## src/rtl/muldiv_pkg.sv

```systemverilog
// Shared op-codes, FSM states and op-decode helpers for the mul/div unit.
package muldiv_pkg;

  localparam logic [2:0] MULDIV_MUL   = 3'd0;
  localparam logic [2:0] MULDIV_MULH  = 3'd1;
  localparam logic [2:0] MULDIV_MUL2  = 3'd2;
  localparam logic [2:0] MULDIV_MULHU = 3'd3;
  localparam logic [2:0] MULDIV_DIV   = 3'd4;
  localparam logic [2:0] MULDIV_DIVU  = 3'd5;
  localparam logic [2:0] MULDIV_MOD   = 3'd6;
  localparam logic [2:0] MULDIV_MODU  = 3'd7;

  typedef enum logic [1:0] {
    ST_IDLE,
    ST_MUL,
    ST_DIV,
    ST_DONE
  } muldiv_state_t;

  // Ops 0..3 are multiplies, 4..7 divides.
  function automatic logic is_mul(input logic [2:0] op);
    return !op[2];
  endfunction

  // MULH / MULHU return the upper half of the product.
  function automatic logic is_high(input logic [2:0] op);
    return (op == MULDIV_MULH) || (op == MULDIV_MULHU);
  endfunction

  // Only MULH needs a signed product; the low half is sign-agnostic.
  function automatic logic mul_signed(input logic [2:0] op);
    return op == MULDIV_MULH;
  endfunction

  // DIV and MOD are signed; DIVU and MODU are not.
  function automatic logic div_signed(input logic [2:0] op);
    return (op == MULDIV_DIV) || (op == MULDIV_MOD);
  endfunction

  // Remainder ops return the remainder instead of the quotient.
  function automatic logic is_rem(input logic [2:0] op);
    return (op == MULDIV_MOD) || (op == MULDIV_MODU);
  endfunction

endpackage

```

## src/rtl/muldiv_div_iter.sv

```systemverilog
// One radix-2 restoring division step: shift in the next dividend bit and
// subtract the divisor if it fits.
module muldiv_div_iter #(
  parameter int DATA_W = 32
) (
  input  logic [DATA_W-1:0] rem,
  input  logic              bit_in,
  input  logic [DATA_W-1:0] divisor,
  output logic [DATA_W-1:0] rem_next,
  output logic              q_bit
);

  logic [DATA_W:0] shifted;
  logic [DATA_W:0] diff;

  // The partial remainder is always below the divisor, so the shifted value
  // fits in DATA_W+1 bits and the top bit of the difference is the borrow.
  always_comb begin
    shifted  = {rem, bit_in};
    diff     = shifted - {1'b0, divisor};
    q_bit    = !diff[DATA_W];
    rem_next = q_bit ? diff[DATA_W-1:0] : shifted[DATA_W-1:0];
  end

endmodule

```

## src/rtl/muldiv_unit.sv

```systemverilog
// Iterative multiply / divide responder for the EX stage. Accepts one request
// when idle, computes, and holds the result until acknowledged.
module muldiv_unit
  import muldiv_pkg::*;
#(
  parameter int DATA_W      = 32,
  parameter int MUL_LATENCY = 2
) (
  input  logic              clk,
  input  logic              rst,
  input  logic              clear_pipeline,
  input  logic [2:0]        mul_para,
  input  logic              mul_initial,
  input  logic [DATA_W-1:0] mul_rs0,
  input  logic [DATA_W-1:0] mul_rs1,
  output logic              mul_ready,
  output logic              mul_finished,
  output logic [DATA_W-1:0] mul_data,
  input  logic              mul_ack
);

  localparam int CNT_MAX = (DATA_W > MUL_LATENCY) ? DATA_W : MUL_LATENCY;
  localparam int CNT_W   = $clog2(CNT_MAX + 1);

  muldiv_state_t state, next_state;

  logic [2:0]          op_q;
  logic [DATA_W-1:0]   a_q, b_q;
  logic [DATA_W-1:0]   dvd_q, dvs_q, rem_q;
  logic                neg_quo_q, neg_rem_q;
  logic [CNT_W-1:0]    cnt;

  logic                accept, last_mul, last_div;
  logic [2:0]          cur_op;
  logic [DATA_W-1:0]   mul_a, mul_b, mul_res;
  logic [2*DATA_W-1:0] ext_a, ext_b, prod;
  logic [DATA_W-1:0]   a_abs, b_abs;
  logic [DATA_W-1:0]   rem_nx, q_raw, q_fix, r_fix;
  logic                q_bit;

  assign accept   = (state == ST_IDLE) && mul_initial && !clear_pipeline;
  assign last_mul = (cnt == CNT_W'(MUL_LATENCY - 2));
  assign last_div = (cnt == CNT_W'(DATA_W - 1));

  // Multiplier reads live inputs in IDLE (single-cycle latency case) and the
  // captured operands afterwards, so late operand changes are ignored.
  always_comb begin
    cur_op  = (state == ST_IDLE) ? mul_para : op_q;
    mul_a   = (state == ST_IDLE) ? mul_rs0  : a_q;
    mul_b   = (state == ST_IDLE) ? mul_rs1  : b_q;
    ext_a   = mul_signed(cur_op) ? {{DATA_W{mul_a[DATA_W-1]}}, mul_a}
                                 : {{DATA_W{1'b0}}, mul_a};
    ext_b   = mul_signed(cur_op) ? {{DATA_W{mul_b[DATA_W-1]}}, mul_b}
                                 : {{DATA_W{1'b0}}, mul_b};
    prod    = ext_a * ext_b;
    mul_res = is_high(cur_op) ? prod[2*DATA_W-1:DATA_W] : prod[DATA_W-1:0];
  end

  // Divider works on magnitudes for signed ops; signs are restored at the end.
  always_comb begin
    a_abs = (div_signed(mul_para) && mul_rs0[DATA_W-1]) ? -mul_rs0 : mul_rs0;
    b_abs = (div_signed(mul_para) && mul_rs1[DATA_W-1]) ? -mul_rs1 : mul_rs1;
    q_raw = {dvd_q[DATA_W-2:0], q_bit};
    q_fix = neg_quo_q ? -q_raw : q_raw;
    r_fix = neg_rem_q ? -rem_nx : rem_nx;
  end

  muldiv_div_iter #(.DATA_W(DATA_W)) u_div_iter (
    .rem      (rem_q),
    .bit_in   (dvd_q[DATA_W-1]),
    .divisor  (dvs_q),
    .rem_next (rem_nx),
    .q_bit    (q_bit)
  );

  // State register.
  always_ff @(posedge clk or posedge rst) begin
    if (rst) state <= ST_IDLE;
    else     state <= next_state;
  end

  // Next-state logic; clear_pipeline overrides everything.
  always_comb begin
    next_state = state;
    case (state)
      ST_IDLE: if (mul_initial) begin
        if (is_mul(mul_para))  next_state = (MUL_LATENCY == 1) ? ST_DONE : ST_MUL;
        else if (mul_rs1 == '0) next_state = ST_DONE;
        else                    next_state = ST_DIV;
      end
      ST_MUL:  if (last_mul) next_state = ST_DONE;
      ST_DIV:  if (last_div) next_state = ST_DONE;
      ST_DONE: if (mul_ack)  next_state = ST_IDLE;
      default: next_state = ST_IDLE;
    endcase
    if (clear_pipeline) next_state = ST_IDLE;
  end

  // Handshake outputs decoded from state.
  always_comb begin
    mul_ready    = (state == ST_IDLE);
    mul_finished = (state == ST_DONE);
  end

  // Operand capture, iteration registers and result register.
  always_ff @(posedge clk or posedge rst) begin
    if (rst) begin
      op_q      <= '0;
      a_q       <= '0;
      b_q       <= '0;
      dvd_q     <= '0;
      dvs_q     <= '0;
      rem_q     <= '0;
      neg_quo_q <= 1'b0;
      neg_rem_q <= 1'b0;
      cnt       <= '0;
      mul_data  <= '0;
    end else begin
      if (accept) begin
        op_q      <= mul_para;
        a_q       <= mul_rs0;
        b_q       <= mul_rs1;
        dvd_q     <= a_abs;
        dvs_q     <= b_abs;
        rem_q     <= '0;
        cnt       <= '0;
        neg_quo_q <= div_signed(mul_para) && (mul_rs0[DATA_W-1] ^ mul_rs1[DATA_W-1]);
        neg_rem_q <= div_signed(mul_para) && mul_rs0[DATA_W-1];
      end else if (state == ST_MUL || state == ST_DIV) begin
        cnt <= cnt + CNT_W'(1);
        if (state == ST_DIV) begin
          rem_q <= rem_nx;
          dvd_q <= q_raw;  // quotient bits shift in behind the dividend
        end
      end
      if (next_state == ST_DONE && state != ST_DONE) begin
        case (state)
          ST_IDLE: mul_data <= is_mul(mul_para) ? mul_res
                             : (is_rem(mul_para) ? mul_rs0 : '1);
          ST_MUL:  mul_data <= mul_res;
          ST_DIV:  mul_data <= is_rem(op_q) ? r_fix : q_fix;
          default: mul_data <= mul_data;
        endcase
      end
    end
  end

endmodule

```

## config.mk

```make
export PLATFORM = sky130hd
export DESIGN_NAME = muldiv_unit
export DESIGN_NICKNAME = d
export VERILOG_FILES = /design/src/rtl/muldiv_pkg.sv /design/src/rtl/muldiv_div_iter.sv /design/src/rtl/muldiv_unit.sv
export SDC_FILE = /design/constraint.sdc
export NUM_CORES = 2
export LEC_CHECK = 0
export ABC_AREA = 1
export ABC_CLOCK_PERIOD_IN_PS = 17600
export BUFFER_PORTS_ARGS = -buffer_cell sky130_fd_sc_hd__buf_4
export CAP_MARGIN = 20
export CORE_ASPECT_RATIO = 1.4
export CORE_UTILIZATION = 35
export DETAILED_ROUTE_END_ITERATION = 6
export HOLD_SLACK_MARGIN = 0.08
export MAX_ROUTING_LAYER = met4
export PLACE_DENSITY = 0.55
export RECOVER_POWER = 100
export SYNTH_ARGS = -nofsm -noshare
export SYNTH_HDL_FRONTEND = slang
export SYNTH_SLANG_ARGS = --single-unit
```

## constraint.sdc

```tcl
create_clock -name clk -period 17.6 [get_ports clk]
set_clock_uncertainty 0.15 [all_clocks]
set_input_delay 3.52 -clock clk [delete_from_list [all_inputs] [get_ports clk]]
set_output_delay 3.52 -clock clk [all_outputs]
set_load 0.05 [all_outputs]
```

### Word-level counts from Yosys, hierarchy flattened

Index checks and enable logic that the tools add are counted.

* output and inout bits: 34
* flip-flop bits (word level): 205
* input port bits: 72
* word-level logic and storage cells: 84

* bitwise operators: 1
* multiply operators: 1
* equality and inequality tests: 13
* mux-type cells: 31
* add/sub/neg operators: 6
* reduce and logical (&&, ||, !) cells: 21

Operators with widths (number)
* $mux W32: 17
* $mux W64: 2
* $neg A32 Y32: 4
* $pmux W32 S3: 1
* $mul A64 B64 Y64: 1
* $sub A33 B32 Y33: 1
* $logic_not A32 Y1: 1
* $eq A3 B3 Y1 const B: 5
* $mux W2: 6
* $mux W6: 2
* $pmux W2 S4: 1
* $add A6 B1 Y6 const B: 1
* $eq A2 B2 Y1 const B: 3
* $eq A6 B5 Y1 const B: 1
* $logic_and A1 B1 Y1: 6
* $logic_not A6 Y1: 1
* $logic_or A1 B1 Y1: 5
* $reduce_and A2 Y1: 2
* $reduce_bool A2 Y1: 2
* $eq A3 B1 Y1 const B: 1
* $eq A3 B2 Y1 const B: 1
* $mux W3: 1
* $reduce_bool A3 Y1: 1
* $eq A2 B1 Y1 const B: 1
* 5 further kinds: 6

### Longest topological paths before layout

* depth after elaboration: 9
* gate-level depth with buffers: 53
* mapped depth without buffers: 51

### Cells and area by module

From an unflattened synthesis, not the netlist that was laid out.

* cells, all modules: 8289
* area, all modules: 64768.4 um^2

By module, submodules not included
* muldiv_unit: area each 61617.8 um^2, seq. area each 5104.9 um^2, cells an instance 7609, times used 1
* muldiv_div_iter: area each 3150.5 um^2, seq. area each 0.0 um^2, cells an instance 680, times used 1

### Least setup slack after synthesis

Ideal clock, no wire load.

* kind: input-to-reg
* from: input mul_para[2]
* to: register mul_data[30]
* setup time: 118 ps
* setup slack: 4705 ps
* cell stages on the path: 37
* arrival time: 12627 ps
* path buffers: 3
* data required time: 17332 ps
* path through: clkbuf_1 nand2_1 nand2_1 nor2_2 nand2_1 clkbuf_1 clkbuf_1 nor2_1 fa_1 inv_1 fa_1 inv_1 fa_1 inv_1 fa_1 inv_1 fa_1 fa_1 fa_1 fa_1 fa_1 inv_1 fa_1 inv_1 ha_1 a21oi_1 a21boi_0 nor2_1 a2111oi_0 o211a_1 nand3_1 nand3_1 nand2_1 o22ai_1 a21oi_1 nand2_1 nand2_1

* word-level cells in the longest chain between the ends: 7
* elaborated cells between the ends (all ways): 21
* those cells by class: mul: 1; eq/ne: 5; mux: 11; reduce/logical: 4

RTL lines
* start: declaration: line muldiv_unit.sv:12 `input logic [2:0] mul_para,`
* $mux W3 / $mux W2 (equally long branches): line muldiv_unit.sv:48, muldiv_unit.sv:87
* $eq A3 B1 Y1 / $mux W2 (equally long branches): line muldiv_pkg.sv:27, muldiv_pkg.sv:32, muldiv_unit.sv:86
* $mux W64 (tied with other cells): line muldiv_unit.sv:51 `ext_a = mul_signed(cur_op) ? {{DATA_W{mul_a[DATA_W-1]}}, mul_a}`
* $mul A64 B64 Y64 / $mux W2 (equally long branches): line muldiv_unit.sv:55, muldiv_unit.sv:96
* $mux W32 / $eq A2 B2 Y1 (equally long branches): line muldiv_unit.sv:56, muldiv_unit.sv:136
* $mux W32 / $logic_and A1 B1 Y1 (equally long branches): line muldiv_unit.sv:138, muldiv_unit.sv:136
* $pmux W32 S3 / $reduce_and A2 Y1 (equally long branches)
* end signal: assignment: line muldiv_unit.sv:138 `ST_IDLE: mul_data <= is_mul(mul_para) ? mul_res`
* end signal: assignment: line muldiv_unit.sv:140 `ST_MUL: mul_data <= mul_res;`
* end signal: assignment: line muldiv_unit.sv:141 `ST_DIV: mul_data <= is_rem(op_q) ? r_fix : q_fix;`
* end: declaration: line muldiv_unit.sv:18 `output logic [DATA_W-1:0] mul_data,`

Parallel ways exist; a longest one is shown, timed or not.
A chain may end at the register's enable or synchronous reset.

### Worst setup path after layout

* from: register state[0]
* to: register mul_data[0]

* word-level cells in the longest chain between the ends: 8
* elaborated cells between the ends (all ways): 27
* those cells by class: mul: 1; eq/ne: 7; mux: 14; reduce/logical: 5

RTL lines
* start: declaration: line muldiv_unit.sv:25 `muldiv_state_t state, next_state;`
* start signal: assignment: line muldiv_unit.sv:79 `else state <= next_state;`
* $logic_not A2 Y1
* $mux W3: line muldiv_unit.sv:48 `cur_op = (state == ST_IDLE) ? mul_para : op_q;`
* $eq A3 B1 Y1: line muldiv_pkg.sv:27, muldiv_pkg.sv:32
* $mux W64, on equally long branches: line muldiv_unit.sv:51, muldiv_unit.sv:53
* $mul A64 B64 Y64: line muldiv_unit.sv:55 `prod = ext_a * ext_b;`
* $mux W32: line muldiv_unit.sv:56 `mul_res = is_high(cur_op) ? prod[2*DATA_W-1:DATA_W] : prod[DATA_W-1:0];`
* $mux W32: line muldiv_unit.sv:138
* $pmux W32 S3: line muldiv_unit.sv:137 `case (state)`

Parallel ways exist; a longest one is shown, timed or not.

==> key figures <==
Clock tree
  • Root Buffer: clkbuf_16
  • Hold buffer count at CTS: 0
  • CTS Buffer Depth: 3
  • Reg clk slew, reported paths: approximately 0.080 ns
  • Worst skew pair latency: around 0.6 ns
  • # H-tree levels: 1
  • CTS tree: yes
  • TritonCTS buffer count: 22
  • CTS resizes: 0
  • Clk sinks: between 200 and 250
  • Setup Fix Bufs, Post-CTS: 0

Synthesis
  • Largest family of logic cells by synthesized area: adder cells
  • Synth Instances: 8107
  • Cell Area, Synth: ~0.064 mm^2
  • Mux contribution to synthesized area: 0
  • Syn_area_per_cell: 7.877 um^2
  • Post-synthesis cell type count: just over 60
  • Flops & latches, synth: 204
  • Fraction of registers with async set/reset: 1.000
  • Post-Synth XOR/XNOR Area: 0.01070
  • Predominant post-synthesis flop cell: dfrtp_1
  • Simple-Gate Fraction of Synth Area: 0.1867
  • Synthesis Warnings: 0
  • Post-synth EDFFs: 0
  • Post-Syn Nets: 9951
  • Sequential element share of the synthesized area: 0.07995
  • Compound-cell area share of the yosys netlist: 0.06891
  • Synth Area in Adders: 0.5142

Routing
  • Vias: roughly 55k
  • # DRC: 0
  • Drt via density: just over 5
  • Average wire per standard cell: 25.94 um
  • Drt pass-1 iters: 6
  • DR iter-0 viols: roughly 4k
  • DRT antenna net count: 0
  • Routed Wire Length: about 270000 um

Worst setup path
  • Slowest-stage cell, CP: ha_1
  • CP startpoint kind: register
  • Crit path max fanout: 79
  • Delay-heaviest family, CP: adder cells
  • Req. time, crit path: 17.95 ns
  • CP Buf/Inv Count: 8
  • CP arrival: 15.67 ns
  • Worst setup EP type: register
  • CP Class: reg -> reg
  • Max incr delay on CP: about 2.0 ns

GRT
  • Largest net degree at the start of global routing: ~180
  • Initial antenna violation count: 12
  • Grt total ovfl: 0
  • Vias in the first global route: 59.67k
  • First-pass GRT wire length: between 300000 and 400000 um
  • Overall Global Routing Usage: 0.3107

STA
  • Hold slack: around 0.33 ns
  • Final hold vios: 0
  • Fin. max-slew vios: approximately 600
  • Setup TNS: 0 ns
  • Minimum clock period: about 15 ns
  • Slew margin rel.: -4.186
  • Slew @ Worst Pin: 7.779 ns
  • Final period util: 0.8704
  • Final Setup Violations: 0
  • FMAX: 65.28 MHz
  • Unrepaired setup endpoints after global routing: no

Floorplanning
  • Core area: approximately 0.18 mm^2
  • DIE WIDTH: ~360 um
  • Effective utilization at floorplan: 0.3523
  • Die span in y: a little over 500 um
  • Die area: 0.1842 mm^2
  • FP Rows: approximately 190
  • I/O pin cnt: around 110

Finish
  • Fraction of layout instances using a drive strength above 1: 0.04517
  • Multi-input logic area: 0.05000 mm^2
  • Most frequent cells in the layout: inv_1, nand2_1, fa_1
  • Syn-to-layout area delta: 6.772%
  • Commonest non-fill, non-tap cell in the layout: inv_1
  • Register area: ~0.005 mm^2
  • NumNets Final: about 9.9k
  • Fillers: roughly 19k

Min path
  • Worst min-delay path category: reg -> reg

Run status
  • Status: finished with violations
  • Failing checks: capacitance limit, slew limit

Placement
  • GPL Wtd Cong: 1.053
  • Post-DP HPWL: about 230000 um
  • Port Buffer Count: 105

Job
  • Maxcap violations: 8
## cells in the mapped netlist, drive strengths merged, types with 41 or more instances
cell type / instances / area, um^2
inv: 2052 / 7702
nand2: 1679 / 6461
fa: 1420 / 28430
nor2: 783 / 3022
o21ai: 376 / 1893
ha: 352 / 4404
nand3: 307 / 1582
clkbuf: 234 / 878.3
a21oi: 221 / 1125
dfrtp: 204 / 5105
o22ai: 62 / 387.9
nor3: 48 / 265.3
buf: 41 / 227.7
xnor2: 41 / 359.1
## metrics by stage
step / setup WS [ns] / instance area [um^2] / instances / util
final: 2.281 / 68180 / 10520 / 0.3762
after global routing: 1.632 / 68180 / 10520 / 0.3762
after CTS: 3.517 / 68320 / 10510 / 0.3770
after detailed placement: 2.982 / 67610 / 10470 / 0.3731
after global placement: 3.066 / 67570 / 10470 / 0.3728
after floorplan: 4.705 / 63860 / 8107 / -
## cell families (layout without fill, tap and decap cells)
kind of cell / count (synthesis) / after routing
other: 0 / 10
DFF: 204 / 204
and+or+nand+nor: 2907 / 2907
adders and majority gates: 1772 / 1772
xor gates and xnor gates: 78 / 78
buffers and inverters: 2355 / 2328
AOI/OAI and AO/OA: 791 / 791
## state kept, by name, indices dropped and copies added, names as in the netlist
name and cells:
a_q 32, b_q 32, dvd_q 32, mul_data 32, rem_q 32, dvs_q 31, cnt 6, op_q 3
state 2, neg_quo_q 1, neg_rem_q 1
## cell type report
cell class / instances / share of cell area
antenna: 10 / 0.0003670
multi-input combinational: 5548 / 0.7334
clock buffer: 26 / 0.008589
sequential: 204 / 0.07487
inverter: 2080 / 0.1145
tap: 2431 / 0.04461
clock inverter: 12 / 0.001817
timing repair buffer: 210 / 0.02182
## final timing paths
path	start	end	slack, ns	depth (start not counted)
min in group asynchronous	rst	b_q[7]	4.52	2
setup reg to reg	state[0]	mul_data[0]	2.28	38
max in group asynchronous	rst	mul_data[20]	5.49	3
hold reg to reg	b_q[28]	b_q[28]	0.33	2
setup / recovery	state[0]	mul_data[0]	2.28	38
hold / removal	b_q[28]	b_q[28]	0.33	2
## metal layers
layer / global-route usage / part of all wire
met5: - / 0
met4: 0.3003 / 0.12
met3: 0.03618 / 0.051
met2: 0.5342 / 0.50
met1: 0.3005 / 0.32
## worst min-delay path, stage by stage (launching register included)
cell and delay, ns:
dfrtp_1 0.35, nand2_1 0.05, nand2_1 0.05
Power is left out: the tool's default activity adds up to more than one toggle a clock period on the data nets, which glitch-free logic cannot reach.
